==> src/rtl/regfile_pkg.sv <==
// regfile_pkg: shared widths, dump FSM state encoding and register-0 index
package regfile_pkg;
  localparam int DATA_W_DEF = 8;
  localparam int ADDR_W_DEF = 3;
  localparam int REG_ZERO = 0;
  typedef enum logic [1:0] {IDLE = 2'd0, DUMP = 2'd1, DONE = 2'd2} dump_state_t;
endpackage

==> src/rtl/regfile_read_port.sv <==
// regfile_read_port: zero-reg masking + write-through bypass; raddr/rval(stored regs[raddr])/we/waddr/wdata in, rdata out
module regfile_read_port
  import regfile_pkg::*;
#(
  parameter int DATA_W = DATA_W_DEF,
  parameter int ADDR_W = ADDR_W_DEF,
  parameter bit ZERO_REG = 1'b1
) (
  input  logic [ADDR_W-1:0] raddr,
  input  logic [DATA_W-1:0] rval,
  input  logic              we,
  input  logic [ADDR_W-1:0] waddr,
  input  logic [DATA_W-1:0] wdata,
  output logic [DATA_W-1:0] rdata
);
  always_comb rdata = (ZERO_REG && raddr == ADDR_W'(REG_ZERO)) ? '0 : (we && waddr == raddr) ? wdata : rval;
endmodule

==> src/rtl/regfile_dump_reader.sv <==
// regfile_dump_reader: regfile with 1 write port (we/waddr/wdata), 2 comb read ports (raddr_a/b->rdata_a/b) and a valid/ready dump stream (dump_start, dump_valid/ready/addr/data, dump_busy, dump_done)
module regfile_dump_reader
  import regfile_pkg::*;
#(
  parameter int DATA_W = DATA_W_DEF,
  parameter int NUM_REGS = 8,
  parameter int ADDR_W = ADDR_W_DEF,
  parameter bit ZERO_REG = 1'b1
) (
  input  logic              clk,
  input  logic              reset,
  input  logic              we,
  input  logic [ADDR_W-1:0] waddr,
  input  logic [DATA_W-1:0] wdata,
  input  logic [ADDR_W-1:0] raddr_a,
  output logic [DATA_W-1:0] rdata_a,
  input  logic [ADDR_W-1:0] raddr_b,
  output logic [DATA_W-1:0] rdata_b,
  input  logic              dump_start,
  output logic              dump_valid,
  input  logic              dump_ready,
  output logic [ADDR_W-1:0] dump_addr,
  output logic [DATA_W-1:0] dump_data,
  output logic              dump_busy,
  output logic              dump_done
);
  logic [DATA_W-1:0] regs [NUM_REGS];
  dump_state_t state, state_n;
  logic [ADDR_W-1:0] addr_n, fetch_addr;
  logic [DATA_W-1:0] data_n, fetch_data;
  logic valid_n;
  always_ff @(posedge clk)
    if (reset) regs <= '{default: '0};
    else if (we && !(ZERO_REG && waddr == ADDR_W'(REG_ZERO))) regs[waddr] <= wdata;
  regfile_read_port #(.DATA_W(DATA_W), .ADDR_W(ADDR_W), .ZERO_REG(ZERO_REG)) u_port_a (
    .raddr(raddr_a), .rval(regs[raddr_a]), .we(we), .waddr(waddr), .wdata(wdata), .rdata(rdata_a)
  );
  regfile_read_port #(.DATA_W(DATA_W), .ADDR_W(ADDR_W), .ZERO_REG(ZERO_REG)) u_port_b (
    .raddr(raddr_b), .rval(regs[raddr_b]), .we(we), .waddr(waddr), .wdata(wdata), .rdata(rdata_b)
  );
  always_comb fetch_addr = (state == IDLE) ? ADDR_W'(REG_ZERO) : dump_addr + 1'b1;
  regfile_read_port #(.DATA_W(DATA_W), .ADDR_W(ADDR_W), .ZERO_REG(ZERO_REG)) u_port_dump (
    .raddr(fetch_addr), .rval(regs[fetch_addr]), .we(we), .waddr(waddr), .wdata(wdata), .rdata(fetch_data)
  );
  always_ff @(posedge clk)
    if (reset) begin
      state <= IDLE;
      dump_addr <= '0;
      dump_data <= '0;
      dump_valid <= 1'b0;
    end else begin
      state <= state_n;
      dump_addr <= addr_n;
      dump_data <= data_n;
      dump_valid <= valid_n;
    end
  always_comb begin
    state_n = state;
    addr_n = dump_addr;
    data_n = dump_data;
    valid_n = dump_valid;
    unique case (state)
      IDLE: if (dump_start) begin
        state_n = DUMP;
        addr_n = '0;
        data_n = fetch_data;
        valid_n = 1'b1;
      end
      DUMP: if (dump_valid && dump_ready) begin
        if (dump_addr == ADDR_W'(NUM_REGS - 1)) begin
          state_n = DONE;
          valid_n = 1'b0;
        end else begin
          addr_n = fetch_addr;
          data_n = fetch_data;
        end
      end
      DONE: state_n = IDLE;
      default: state_n = IDLE;
    endcase
  end
  always_comb dump_busy = state != IDLE;
  always_comb dump_done = state == DONE;
endmodule

==> config.mk <==
export PLATFORM = sky130hd
export DESIGN_NAME = regfile_dump_reader
export DESIGN_NICKNAME = d
export VERILOG_FILES = /design/src/rtl/regfile_pkg.sv /design/src/rtl/regfile_read_port.sv /design/src/rtl/regfile_dump_reader.sv
export SDC_FILE = /design/constraint.sdc
export NUM_CORES = 1
export LEC_CHECK = 0
export ABC_AREA = 0
export ABC_CLOCK_PERIOD_IN_PS = 2300
export BUFFER_PORTS_ARGS = -buffer_cell sky130_fd_sc_hd__clkbuf_2
export CAP_MARGIN = 15
export CORE_ASPECT_RATIO = 0.75
export CORE_MARGIN = 4
export CORE_UTILIZATION = 59
export DETAILED_ROUTE_END_ITERATION = 16
export PLACE_DENSITY = 0.89
export SLEW_MARGIN = 20
export SYNTH_ARGS = -nofsm -noshare
export SYNTH_HDL_FRONTEND = slang
export SYNTH_SLANG_ARGS = --single-unit
==> constraint.sdc <==
create_clock -name clk -period 2.3 [get_ports clk]
set_input_delay 0.23 -clock clk [delete_from_list [all_inputs] [get_ports clk]]
set_output_delay 0.23 -clock clk [all_outputs]
set_load 0.03 [all_outputs]
# == Yosys cells after proc, flatten, opt, wreduce, memory -nomap -nowiden ==
# Cells that the tools add are included.
# classes
add_sub_neg,1
mul,0
div,0
order_cmp,5
eq_ne,10
shifts,0
n_mux,35
n_bitwise,4
n_reduce_logical,17
# ops
op,count
$mux 8,16
$bmux 8 s3,3
$bwmux 64,1
$demux 8 s3,1
$ge 4x4->1 const B,4
$not 3->4,4
$pmux 8 s2,1
$logic_not 3->1,4
$mux 3,4
$eq 3x3->1,3
$ne 2x2->1 const B,4
$reduce_and 4->1,2
$logic_and 1x1->1,6
$mux 2,3
$pmux 3 s2,1
$lt 4x1->1 const B,1
$pmux 2 s2,1
$reduce_bool 2->1,2
$add 3x1->3 const B,1
$eq 3x3->1 const B,1
$mux 1,3
$reduce_and 3->1,1
$eq 2x1->1 const B,1
$eq 2x2->1 const B,1
3 further kinds,3
# word_totals
ff_bits,78
latchBits,0
mem_bits_rw,0
rom_bits,0
input_bits,22
output_inout_bits,30
elab_cells,84
memories,0

# == Longest topological paths before layout ==
# logic_depth
ltp_word,11
depth_mapped,9
depth_no_buf,7

# == Modules after synthesis ==
# From an unflattened synthesis, not the netlist that was laid out.
# hier_totals
cells_unflattened,555
hier_area_um2,4994.8
# modules_own_cells
module,instances,cells_per_inst,area_each_um2,seq_area_each_um2
regfile_dump_reader,1,459,4386.7,1561.5
regfile_read_port,3,32,202.7,0.0

# == Worst setup path after synthesis ==
# OpenSTA, ideal clock, no wires.
# synth_path
path_type,register to register
startpoint,register dump_addr[0]
endpoint,register dump_data[6]
setup_ns,0.069
arrival_ns,2.212
t_required_ns,2.231
setup_slack_ns,0.019
stages_incl_launch_ff,9
n_path_buf,1
synth_period_minus_slack_ns,2.281
path_cell_list,dfxtp_1 ha_1 ha_1 o21a_2 a311o_1 o211a_1 buf_6 a211o_1 o21ai_1
# synth_between
elab_chain_cells,11
word_cells_on_any_way,18
classes_between,add/sub: 1; eq/ne: 3; mux: 10; bitwise: 1; reduce/logical: 3
# synth_lines
item,line,text
"start, declared",regfile_dump_reader.sv:22,"output logic [ADDR_W-1:0] dump_addr,"
"start signal, assigned",regfile_dump_reader.sv:53,dump_addr <= addr_n;
$add 3x1->3,regfile_dump_reader.sv:41,always_comb fetch_addr = (state == IDLE) ? ADDR_W'(REG_ZERO) : dump_addr + 1'b1;
$mux 3,regfile_dump_reader.sv:41,
$not 3->4 (implied by the code),regfile_dump_reader.sv:43,".raddr(fetch_addr), .rval(regs[fetch_addr]), .we(we), .waddr(waddr), .wdata(wdata), .rdata(fetch_data)"
$bmux 8 s3,regfile_dump_reader.sv:43,
$mux 8 (implied by the code) (2 in a row),regfile_dump_reader.sv:43,
$mux 8 (2 in a row),regfile_read_port.sv:16,always_comb rdata = (ZERO_REG && raddr == ADDR_W'(REG_ZERO)) ? '0 : (we && waddr == raddr) ? wdata : rval;
$mux 8,regfile_dump_reader.sv:70,if (dump_addr == ADDR_W'(NUM_REGS - 1)) begin
$mux 8,regfile_dump_reader.sv:69,DUMP: if (dump_valid && dump_ready) begin
$pmux 8 s2,regfile_dump_reader.sv:62,unique case (state)
"end signal, assigned",regfile_dump_reader.sv:54,dump_data <= data_n;
"end, declared",regfile_dump_reader.sv:23,"output logic [DATA_W-1:0] dump_data,"
# Several ways; a longest one is shown, not always the timed one. The select of a mux whose other input is x is not followed.
# A chain may end at the register's enable or synchronous reset.

# == Worst setup path after layout ==
# layout_path
startpoint,register dump_addr[0]
endpoint,register dump_data[0]
# The elaborated chain is that of the path after synthesis.

==> flow_summary.json <==
{
  "outcome": "finished clean",
  "cp-end-kind": "flip-flop",
  "worstSetupPathType": "reg2reg",
  "dieArea_sq_um": 9480,
  "synth_common_cells": "nand2_1, dfxtp_1, a21oi_1",
  "yosys.cell_count.top_type": "nand2_1",
  "cp_common_cell": "ha_1",
  "drive_gt1_frac": 0.237,
  "ctsHoldBuffers": 0,
  "drc": 0,
  "r2r-start": "dump_addr[0]$_SDFFE_PP0P_",
  "wl_per_cell_um": 22.1,
  "drt_iter0_drc": 710,
  "start_util": 0.624,
  "synth_area_leaders": "dfxtp_1, mux4_2, nand2_1, a21oi_1, mux2i_1",
  "grt_max_degree": 49,
  "hold_depth": 3,
  "cts_tree": "built",
  "path_cells": "ha_1 -> ha_1 -> o21a_2 -> a311o_1 -> o211a_2 -> nor3_1 -> o21ai_1",
  "holdPathEnd": "state[1]$_SDFFE_PP0P_",
  "cts_made_buffers": 9,
  "hold_path.class": "in2reg",
  "die_w_um": 111,
  "vias": 4784,
  "io_pins": 52,
  "min_period_ns": 2.22,
  "async_reset_ff_frac": 0,
  "synth.avg_cell_area_sq_um": 8.50,
  "clk_pin_slew_worst_paths_ns": 0.08,
  "clk_latency_ns": 0.36,
  "fmax_mhz": 451,
  "crit_arrival_ns": 2.47,
  "rows": 27,
  "worstPathRequired_ns": 2.55,
  "yosysSeqAreaShare": 0.332,
  "synth-seq-cells": 78,
  "post_cts_buffers": 0,
  "core_sq_um": 7530,
  "netlist_instances": 553,
  "crit_buf_inv": 0,
  "synth_top_area_share": 0.332,
  "power_density_nw_per_um2": 567,
  "ys_types": 45,
  "antennaDiodeCount": 0,
  "r2r_end": "dump_data[0]$_SDFFE_PP0P_",
  "slew_viol_final": 0,
  "clock-sinks": 78,
  "tightest_slew_ns": 0.837,
  "crit_path_max_incr_delay_ns": 0.38,
  "yosys.area.top_type": "dfxtp_1",
  "irDropWorstVdd_mv": 0.409,
  "vias_per_cell": 6.86,
  "hold_viol": 0,
  "worstRegToRegCells": 7,
  "holdWs_ns": 0.191,
  "numPortBuffers": 51,
  "cpMaxStageDelayCell": "ha_1",
  "gp_congestion": 1.01,
  "max-cap-violations": 0,
  "ant_nets": 0,
  "cp-start-kind": "flip-flop",
  "grt_pass1_wl_mm": 24.1,
  "root_buffer": "clkbuf_8",
  "syn_area_sq_um": 4700,
  "synth-edff-count": 0,
  "synth_flop_cell": "dfxtp_1",
  "grt.total_usage": 0.326,
  "clockBufferDepth": 2,
  "critical_path.top_delay_family": "compound AO/OA/AOI/OAI gates",
  "finalCritPeriodShare": 0.964,
  "syn_nets": 577,
  "htree_levels": 3,
  "routed_wl_mm": 15.4,
  "area_growth_pct": 11.7,
  "grt_setup_unrepaired": "false",
  "drt-pass1-iter-count": 6,
  "overflow": 0,
  "final_nets": 615,
  "worstHoldStart": "dump_ready",
  "skew_ns": 0.0102,
  "r2r_setup_slack_ns": 0.08,
  "setup_violations": 0,
  "cp_max_fo": 10,
  "p_leak_nw": 1.89,
  "dpl.hpwl_mm": 11.0,
  "tns_ns": 0,
  "first_global_vias": 4393,
  "dieHeight_um": 85.3,
  "antenna_found_initial": 0,
  "fillers": 627,
  "relSlewSlack": 0.440,
  "yosysWarnings": 0
}
flip-flops by register name (all words and copies together) (netlist names):
signal and cells:
dump_addr 3, dump_data 8, state 2, regs 64, dump_valid 1
cells by family after synthesis:
logic type / share of synthesized area
and+or+nand+nor: 0.201
AOI/OAI and AO/OA: 0.170
DFF: 0.332
muxes: 0.225
buffers and inverters: 0.0508
xor gates and xnor gates: 0.0149
adders and majority gates: 0.00532
stage by stage:
step | utilization | instances | instance area (sq um) | power [W] | setup slack, ns
finish | 0.697 | 697 | 5250 | 0.00298 | 0.0835
global route | 0.697 | 697 | 5250 | 0.00307 | 0.0257
CTS | 0.696 | 697 | 5250 | 0.00297 | 0.109
detailed placement | 0.669 | 681 | 5040 | 0.00190 | 0.123
global placement | 0.669 | 681 | 5040 | 0.00189 | 0.167
floorplan | - | 553 | 4700 | 0.00176 | 0.0190
layer usage:
layer,vias to the layer above,GRT usage,routed length (um)
li1,2070,-,-
met2,423,0.489,6790
met3,65,0.126,2510
met4,0,0.102,497
met5,-,0,0
met1,2226,0.438,5620
layout by cell type (no fill, tap or decap), types with 11 or more instances in the layout:
cell type / count
dfxtp_1: 78
buf_4: 21
nor2_1: 34
clkbuf_2: 51
nand2_1: 128
mux2_2: 12
clkbuf_8: 11
a211oi_1: 17
mux4_2: 33
nor2b_1: 12
nor3_1: 27
a21oi_1: 72
mux2i_1: 18
power by group:
group / internal, W / switching, W / total, W
Combinational: 0.000165 / 0.000316 / 0.000481
Sequential: 0.00138 / 0.0000307 / 0.00141
Clock: 0.000558 / 0.000533 / 0.00109
tightest hold or removal path, stage by stage:
cell      delay (ns)
clkbuf_2        0.11
nand3_1         0.11
nor3b_1         0.05
cell type report:
| cell class | count | area [sq um] | share of cell area |
|---|---|---|---|
| clock inverters | 5 | 57.6 | 0.0110 |
| multi-input cells | 425 | 2910 | 0.553 |
| repair buffers | 73 | 433 | 0.0824 |
| clock buffers | 11 | 151 | 0.0288 |
| well taps | 101 | 126 | 0.0241 |
| inverters | 4 | 15.0 | 0.00286 |
| flip-flops and latches | 78 | 1560 | 0.297 |
worst max path at each step:
stage                              start                        end  slack [ns]  cells past startpoint
6_report       dump_addr[0]$_SDFFE_PP0P_  dump_data[0]$_SDFFE_PP0P_        0.08                      7
5_1_grt        dump_addr[0]$_SDFFE_PP0P_  dump_data[3]$_SDFFE_PP0P_        0.03                      7
4_1_cts        dump_addr[0]$_SDFFE_PP0P_  dump_data[3]$_SDFFE_PP0P_        0.11                      7
3_5_place_dp   dump_addr[1]$_SDFFE_PP0P_  dump_data[3]$_SDFFE_PP0P_        0.12                      7
3_3_place_gp   dump_addr[0]$_SDFFE_PP0P_  dump_data[6]$_SDFFE_PP0P_        0.17                      7
2_1_floorplan  dump_addr[0]$_SDFFE_PP0P_  dump_data[6]$_SDFFE_PP0P_        0.02                      8
what timing repair did:
action,in CTS,in global routing
setup endpoints to repair,0,3
gates resized for setup,0,2
endpoints found under the hold margin,0,0
Note: power is estimated with default switching activity, not from simulation.
